$ cat src/rtl/psk_stream_modulator.sv
// psk_stream_modulator: serialises an N-bit codeword MSB-first into signed
// BPSK/QPSK baseband symbols, one per clock, with optional differential coding.
module psk_stream_modulator #(
    parameter int N     = 7,
    parameter int AMP_W = 8,
    parameter int AMP   = 127
) (
    input  logic             CLK,
    input  logic             RST_N,
    input  logic [N-1:0]     DataIn,
    input  logic             InValid,
    output logic             InReady,
    input  logic             Mode,
    input  logic             Flag,
    input  logic             DiffEn,
    output logic [AMP_W-1:0] SymI,
    output logic [AMP_W-1:0] SymQ,
    output logic             SymValid,
    output logic             SymLast,
    output logic             Busy
);

    localparam int               CNT_W   = $clog2(N + 1);
    localparam logic [CNT_W-1:0] S_BPSK  = CNT_W'(N);
    localparam logic [CNT_W-1:0] S_QPSK  = CNT_W'((N + 1) / 2);
    localparam logic [AMP_W-1:0] AMP_POS = AMP_W'(AMP);
    localparam logic [AMP_W-1:0] AMP_NEG = AMP_W'(-AMP);

    typedef enum logic {IDLE, SEND} state_t;

    state_t state, state_nxt;

    logic [N-1:0]     shreg;
    logic [CNT_W-1:0] cnt;
    logic             mode_r, flag_r, diff_r;
    logic             p_i, p_q;

    logic             last_slot, accept, take_new, emit;
    logic [CNT_W-1:0] s_new, cnt_emit;
    logic [N-1:0]     src_word, src_shift;
    logic             src_mode, src_flag, src_diff, src_pi, src_pq;
    logic             b_i, b_q, d_i, d_q;

    always_ff @(posedge CLK) begin
        // NOTE: registered state is always written with <= so every flop
        // samples pre-edge values and simulation order cannot matter.
        if (!RST_N) state <= IDLE;
        else        state <= state_nxt;
    end

    // cnt counts symbols not yet emitted; cnt == 0 in SEND is the SymLast
    // cycle, where a new word may be taken without a gap.
    always_comb begin
        // NOTE: defaults first, so no path leaves a signal unassigned and
        // no latch is inferred.
        state_nxt = state;
        last_slot = (state == SEND) && (cnt == '0);
        InReady   = RST_N && ((state == IDLE) || last_slot);
        accept    = InValid && InReady;
        take_new  = last_slot && accept;
        emit      = (state == SEND) && ((cnt != '0) || accept);
        case (state)
            IDLE:    if (accept) state_nxt = SEND;
            SEND:    if (last_slot && !accept) state_nxt = IDLE;
            default: state_nxt = IDLE;
        endcase
    end

    // A back-to-back accept feeds the first symbol straight from the inputs
    // with fresh differential history.
    always_comb begin
        s_new     = Mode ? S_QPSK : S_BPSK;
        src_word  = take_new ? DataIn : shreg;
        src_mode  = take_new ? Mode   : mode_r;
        src_flag  = take_new ? Flag   : flag_r;
        src_diff  = take_new ? DiffEn : diff_r;
        src_pi    = take_new ? 1'b0   : p_i;
        src_pq    = take_new ? 1'b0   : p_q;
        cnt_emit  = take_new ? (s_new - CNT_W'(1)) : (cnt - CNT_W'(1));
        b_i       = src_word[N-1];
        b_q       = src_mode ? src_word[N-2] : 1'b0;
        d_i       = (src_flag ? b_i : ~b_i) ^ (src_diff & src_pi);
        d_q       = (src_flag ? b_q : ~b_q) ^ (src_diff & src_pq);
        src_shift = src_mode ? (src_word << 2) : (src_word << 1);
    end

    always_ff @(posedge CLK) begin
        if (!RST_N) begin
            shreg    <= '0;
            cnt      <= '0;
            mode_r   <= 1'b0;
            flag_r   <= 1'b0;
            diff_r   <= 1'b0;
            p_i      <= 1'b0;
            p_q      <= 1'b0;
            SymI     <= '0;
            SymQ     <= '0;
            SymValid <= 1'b0;
            SymLast  <= 1'b0;
        end else begin
            if ((state == IDLE) && accept) begin
                shreg  <= DataIn;
                cnt    <= s_new;
                mode_r <= Mode;
                flag_r <= Flag;
                diff_r <= DiffEn;
                p_i    <= 1'b0;
                p_q    <= 1'b0;
            end else if (emit) begin
                shreg <= src_shift;
                cnt   <= cnt_emit;
                if (take_new) begin
                    mode_r <= Mode;
                    flag_r <= Flag;
                    diff_r <= DiffEn;
                end
                p_i <= src_diff ? d_i : 1'b0;
                p_q <= (src_diff && src_mode) ? d_q : 1'b0;
            end
            SymValid <= emit;
            SymLast  <= emit && (cnt_emit == '0);
            SymI     <= emit ? (d_i ? AMP_POS : AMP_NEG) : '0;
            SymQ     <= (emit && src_mode) ? (d_q ? AMP_POS : AMP_NEG) : '0;
        end
    end

    assign Busy = (state == SEND);

endmodule
$ cat config.mk
export PLATFORM = sky130hd
export DESIGN_NAME = psk_stream_modulator
export DESIGN_NICKNAME = d
export VERILOG_FILES = /design/src/rtl/psk_stream_modulator.sv
export SDC_FILE = /design/constraint.sdc
export NUM_CORES = 1
export LEC_CHECK = 0
export ABC_AREA = 1
export CAP_MARGIN = 20
export CORE_AREA = 8 8 84 64
export DETAILED_ROUTE_END_ITERATION = 12
export DIE_AREA = 0 0 92 72
export HOLD_SLACK_MARGIN = 0.08
export PLACE_DENSITY_LB_ADDON = 0.2
export SYNTH_ARGS = -nofsm -noshare
export SYNTH_HDL_FRONTEND = slang
export SYNTH_SLANG_ARGS = --single-unit
export TNS_END_PERCENT = 20
$ cat constraint.sdc
create_clock -name CLK -period 3.9 [get_ports CLK]
set_input_delay 0.78 -clock CLK [delete_from_list [all_inputs] [get_ports CLK]]
set_output_delay 0.78 -clock CLK [all_outputs]
set_load 0.005 [all_outputs]
==> key figures <==
Run
  – Number of max-capacitance violations reported: 0

Finish
  – Final Non-Filler Cells: 276
  – Area of all placed cells without fillers: 1723 um^2
  – Number of antenna diodes: 0
  – Layout cells sized above 1: 9.050%
  – Layout overhead on the synthesized area: 25.18%
  – # nets final: 237

Die
  – Die X-Extent: 92 um
  – Full die area: 6624 um^2
  – Number of top-level pins: 33
  – # rows: 20
  – Starting density of the core: 33.54%
  – Floorplan die height: 72 um
  – Core region area: 4104 um^2

Critical path
  – Critical path launch point type: primary input
  – Data arrival time of the worst path: 2.36 ns
  – Highest net fanout along the worst path: 15
  – CP Class: primary input to output pin
  – Element type at the critical path end: output pin
  – Data required time at the worst endpoint: 3.12 ns

Placement
  – Gp weighted congestion: 0.8022
  – Cell area after placement: 1652 um^2
  – Detailed placement HPWL: 2376 um
  – Count of buffers inserted at the top-level ports: 32
  – Cell total after placement: 272

STA
  – Measured slew at the worst slew-check pin: 0.5710 ns
  – Total setup violations reported at the end of the flow: 0
  – Sum of negative setup slack: 0 ns
  – Final hold violations: 0
  – Unrepaired setup endpoints after global routing: no
  – Min cycle time layout: 3.143 ns
  – Ratio of final minimum period to clock period: 80.60%
  – Peak Freq: 318.1 MHz
  – Max_slew headroom: 61.93%
  – Max-slew violation count: 0
  – Clock skew after layout: 0.005027 ns

Detailed routing
  – Post-DRT Antenna Nets: 0
  – Via count of the routed design: 1224
  – First-pass iteration count of the detailed router: 4
  – DR top layer: met4
  – Wire length on met1: 1576 um
  – Mean number of vias per cell: 4.435
  – Met3 routed WL: 168 um
  – Detailed-route DRC error count: 0
  – Final wirelength: 3132 um
  – Final routed wire length divided by cell count: 11.35 um
  – Met2 routed wirelength: 1335 um
  – Initial drt markers: 60

Hold path
  – Hold Crit Class: flop to flop

Clock network
  – Post-CTS Resized: 0
  – Post-CTS Setup Inserts: 0
  – Clock latency reported for the late side of the worst-skew pair: 0.27 ns
  – H-Tree Depth: 1
  – Total clock buffers created by CTS: 3
  – Clock sink total: 24
  – CTS tree: yes
  – Hold-fix buffers at CTS: 0
  – CTS clk-pin slew, worst paths: 0.09 ns
  – CTS Root Cell: sky130_fd_sc_hd__clkbuf_8
  – Maximum buffer depth of the clock tree: 2

Synth
  – Area share of the largest cell type after synthesis: 34.91%
  – Sequential share of the synthesized area: 34.91%
  – Cell variety after synth: 30
  – Library cell occupying the most area in the post-synthesis netlist: sky130_fd_sc_hd__dfxtp_1
  – Count of synthesis-stage warnings from yosys: 0
  – Synthesized instance count: 200
  – Syn avg cell area: 6.882 um^2
  – Synthesized netlist net count: 215
  – Count of state elements after synthesis: 24
  – Cell area after synthesis: 1376 um^2
  – Largest cells by area after synthesis: sky130_fd_sc_hd__dfxtp_1 35%, sky130_fd_sc_hd__nand2_1 19%, sky130_fd_sc_hd__buf_4 6.5%

Run status
  – Status: completed

Global routing
  – Pin count of the biggest net entering global routing: 16
  – Via count of the first global-routing pass: 1152
  – Grt total ovfl: 0
  – Total GRT Usage: 10.00%
  – Initial antenna violation count: 0
  – Wire length of the first global-routing pass: 5361 um

Power
  – Leakage power of the design: 0.7639 nW
  – Cell Pwr Density: 367.5 nW/um^2
  – Largest voltage drop on the vdd net: 120.3 uV
  – Total power: 0.6332 mW
layer usage:
layer	vias to the layer above	track usage (%)
met2	32	15.43
met5	-	0
met3	5	3.402
met4	0	4.626
li1	660	-
met1	527	12.28
per-stage QoR:
step	setup slack [ns]	hold slack (ns)	util, %
after floorplan	1.862	0.4390	-
after global routing	0.6324	0.5012	41.98
after global placement	0.8083	0.4548	40.24
after detailed placement	0.7808	0.4569	40.24
final	0.7566	0.4677	41.98
after CTS	0.7722	0.4692	41.98
state kept, by name, summed over array words and instances (netlist names):
signal    flops
diff_r        1
Busy          1
shreg         7
SymQ          3
SymLast       1
p_q           1
SymI          3
p_i           1
SymValid      1
mode_r        1
cnt           3
flag_r        1
Yosys cell counts:
cell type	count
sky130_fd_sc_hd__inv_1	23
sky130_fd_sc_hd__a21boi_0	1
sky130_fd_sc_hd__nand3b_1	1
sky130_fd_sc_hd__ha_1	2
sky130_fd_sc_hd__xor2_1	1
sky130_fd_sc_hd__or2_1	1
sky130_fd_sc_hd__nand3_1	11
sky130_fd_sc_hd__buf_2	1
sky130_fd_sc_hd__nor2_4	2
sky130_fd_sc_hd__a21oi_1	5
sky130_fd_sc_hd__buf_6	2
sky130_fd_sc_hd__nor2_1	10
sky130_fd_sc_hd__clkbuf_1	1
sky130_fd_sc_hd__nand2_2	3
sky130_fd_sc_hd__inv_2	2
sky130_fd_sc_hd__nand2_4	1
sky130_fd_sc_hd__nor2_2	3
sky130_fd_sc_hd__a21oi_2	1
sky130_fd_sc_hd__o21ai_0	8
sky130_fd_sc_hd__o21ai_1	2
sky130_fd_sc_hd__nand2_1	68
sky130_fd_sc_hd__o21ai_2	1
sky130_fd_sc_hd__nor3b_1	2
sky130_fd_sc_hd__buf_4	12
sky130_fd_sc_hd__a211oi_1	1
sky130_fd_sc_hd__nor3_1	2
sky130_fd_sc_hd__dfxtp_1	24
sky130_fd_sc_hd__a31oi_1	7
sky130_fd_sc_hd__nand4_4	1
sky130_fd_sc_hd__o21ai_4	1
worst max-delay path: stages:
cell and delay, ns:
sky130_fd_sc_hd__clkdlybuf4s50_1 0.60, sky130_fd_sc_hd__inv_1 0.30, sky130_fd_sc_hd__nor2_1 0.17, sky130_fd_sc_hd__clkdlybuf4s50_1 0.51
worst paths after layout:
| check | from | endpoint | slack [ns] | depth (start not counted) |
|---|---|---|---|---|
| worst max-delay path | RST_N | InReady | 0.76 | 4 |
| worst min-delay path | shreg[0]$_SDFFE_PN0P_ | shreg[0]$_SDFFE_PN0P_ | 0.47 | 2 |
| worst max register to register | cnt[2]$_SDFFE_PN0P_ | SymQ[6]$_SDFF_PN0_ | 1.91 | 8 |
| worst min register to register | shreg[0]$_SDFFE_PN0P_ | shreg[0]$_SDFFE_PN0P_ | 0.47 | 2 |
kinds of logic (layout without fill, tap and decap cells):
family                   count (synthesis)  count (layout)  synth area share, %
AO/OA/AOI/OAI                           27              27                12.18
XOR/XNOR                                 1               1               0.6365
adder cells (fa/ha/maj)                  2               2                1.818
buffers and inverters                   41              62                15.64
flip-flops                              24              24                34.91
AND/OR/NAND/NOR                        105             105                34.82
cells in the final DEF (no fill, tap or decap), types with 2 or more instances in the layout:
cell type,count
sky130_fd_sc_hd__nand2_2,3
sky130_fd_sc_hd__o21ai_0,8
sky130_fd_sc_hd__dfxtp_1,24
sky130_fd_sc_hd__nor3b_1,2
sky130_fd_sc_hd__nand3_1,11
sky130_fd_sc_hd__inv_1,23
sky130_fd_sc_hd__clkbuf_8,3
sky130_fd_sc_hd__nor3_1,2
sky130_fd_sc_hd__nand2_1,68
sky130_fd_sc_hd__o21ai_1,2
sky130_fd_sc_hd__nor2_4,2
sky130_fd_sc_hd__ha_1,2
sky130_fd_sc_hd__a31oi_1,7
sky130_fd_sc_hd__inv_2,2
sky130_fd_sc_hd__a21oi_1,5
sky130_fd_sc_hd__clkdlybuf4s50_1,32
sky130_fd_sc_hd__nor2_2,3
sky130_fd_sc_hd__nor2_1,10
layout make-up:
cell class | count | area (um^2)
repair buffers | 33 | 327.8
multi-input cells | 135 | 680.7
fillers | 436 | 2381
flip-flops and latches | 24 | 480.5
clock buffers | 3 | 41.29
well taps | 55 | 68.82
clock inverters | 1 | 30.03
inverters | 25 | 93.84
power breakdown:
part	total (mW)	internal, mW	switching, mW
clock	0.222	0.137	0.0843
combinational	0.142	0.0599	0.0821
sequential	0.269	0.260	0.00940
No activity file was read; power rests on OpenSTA's default activity.
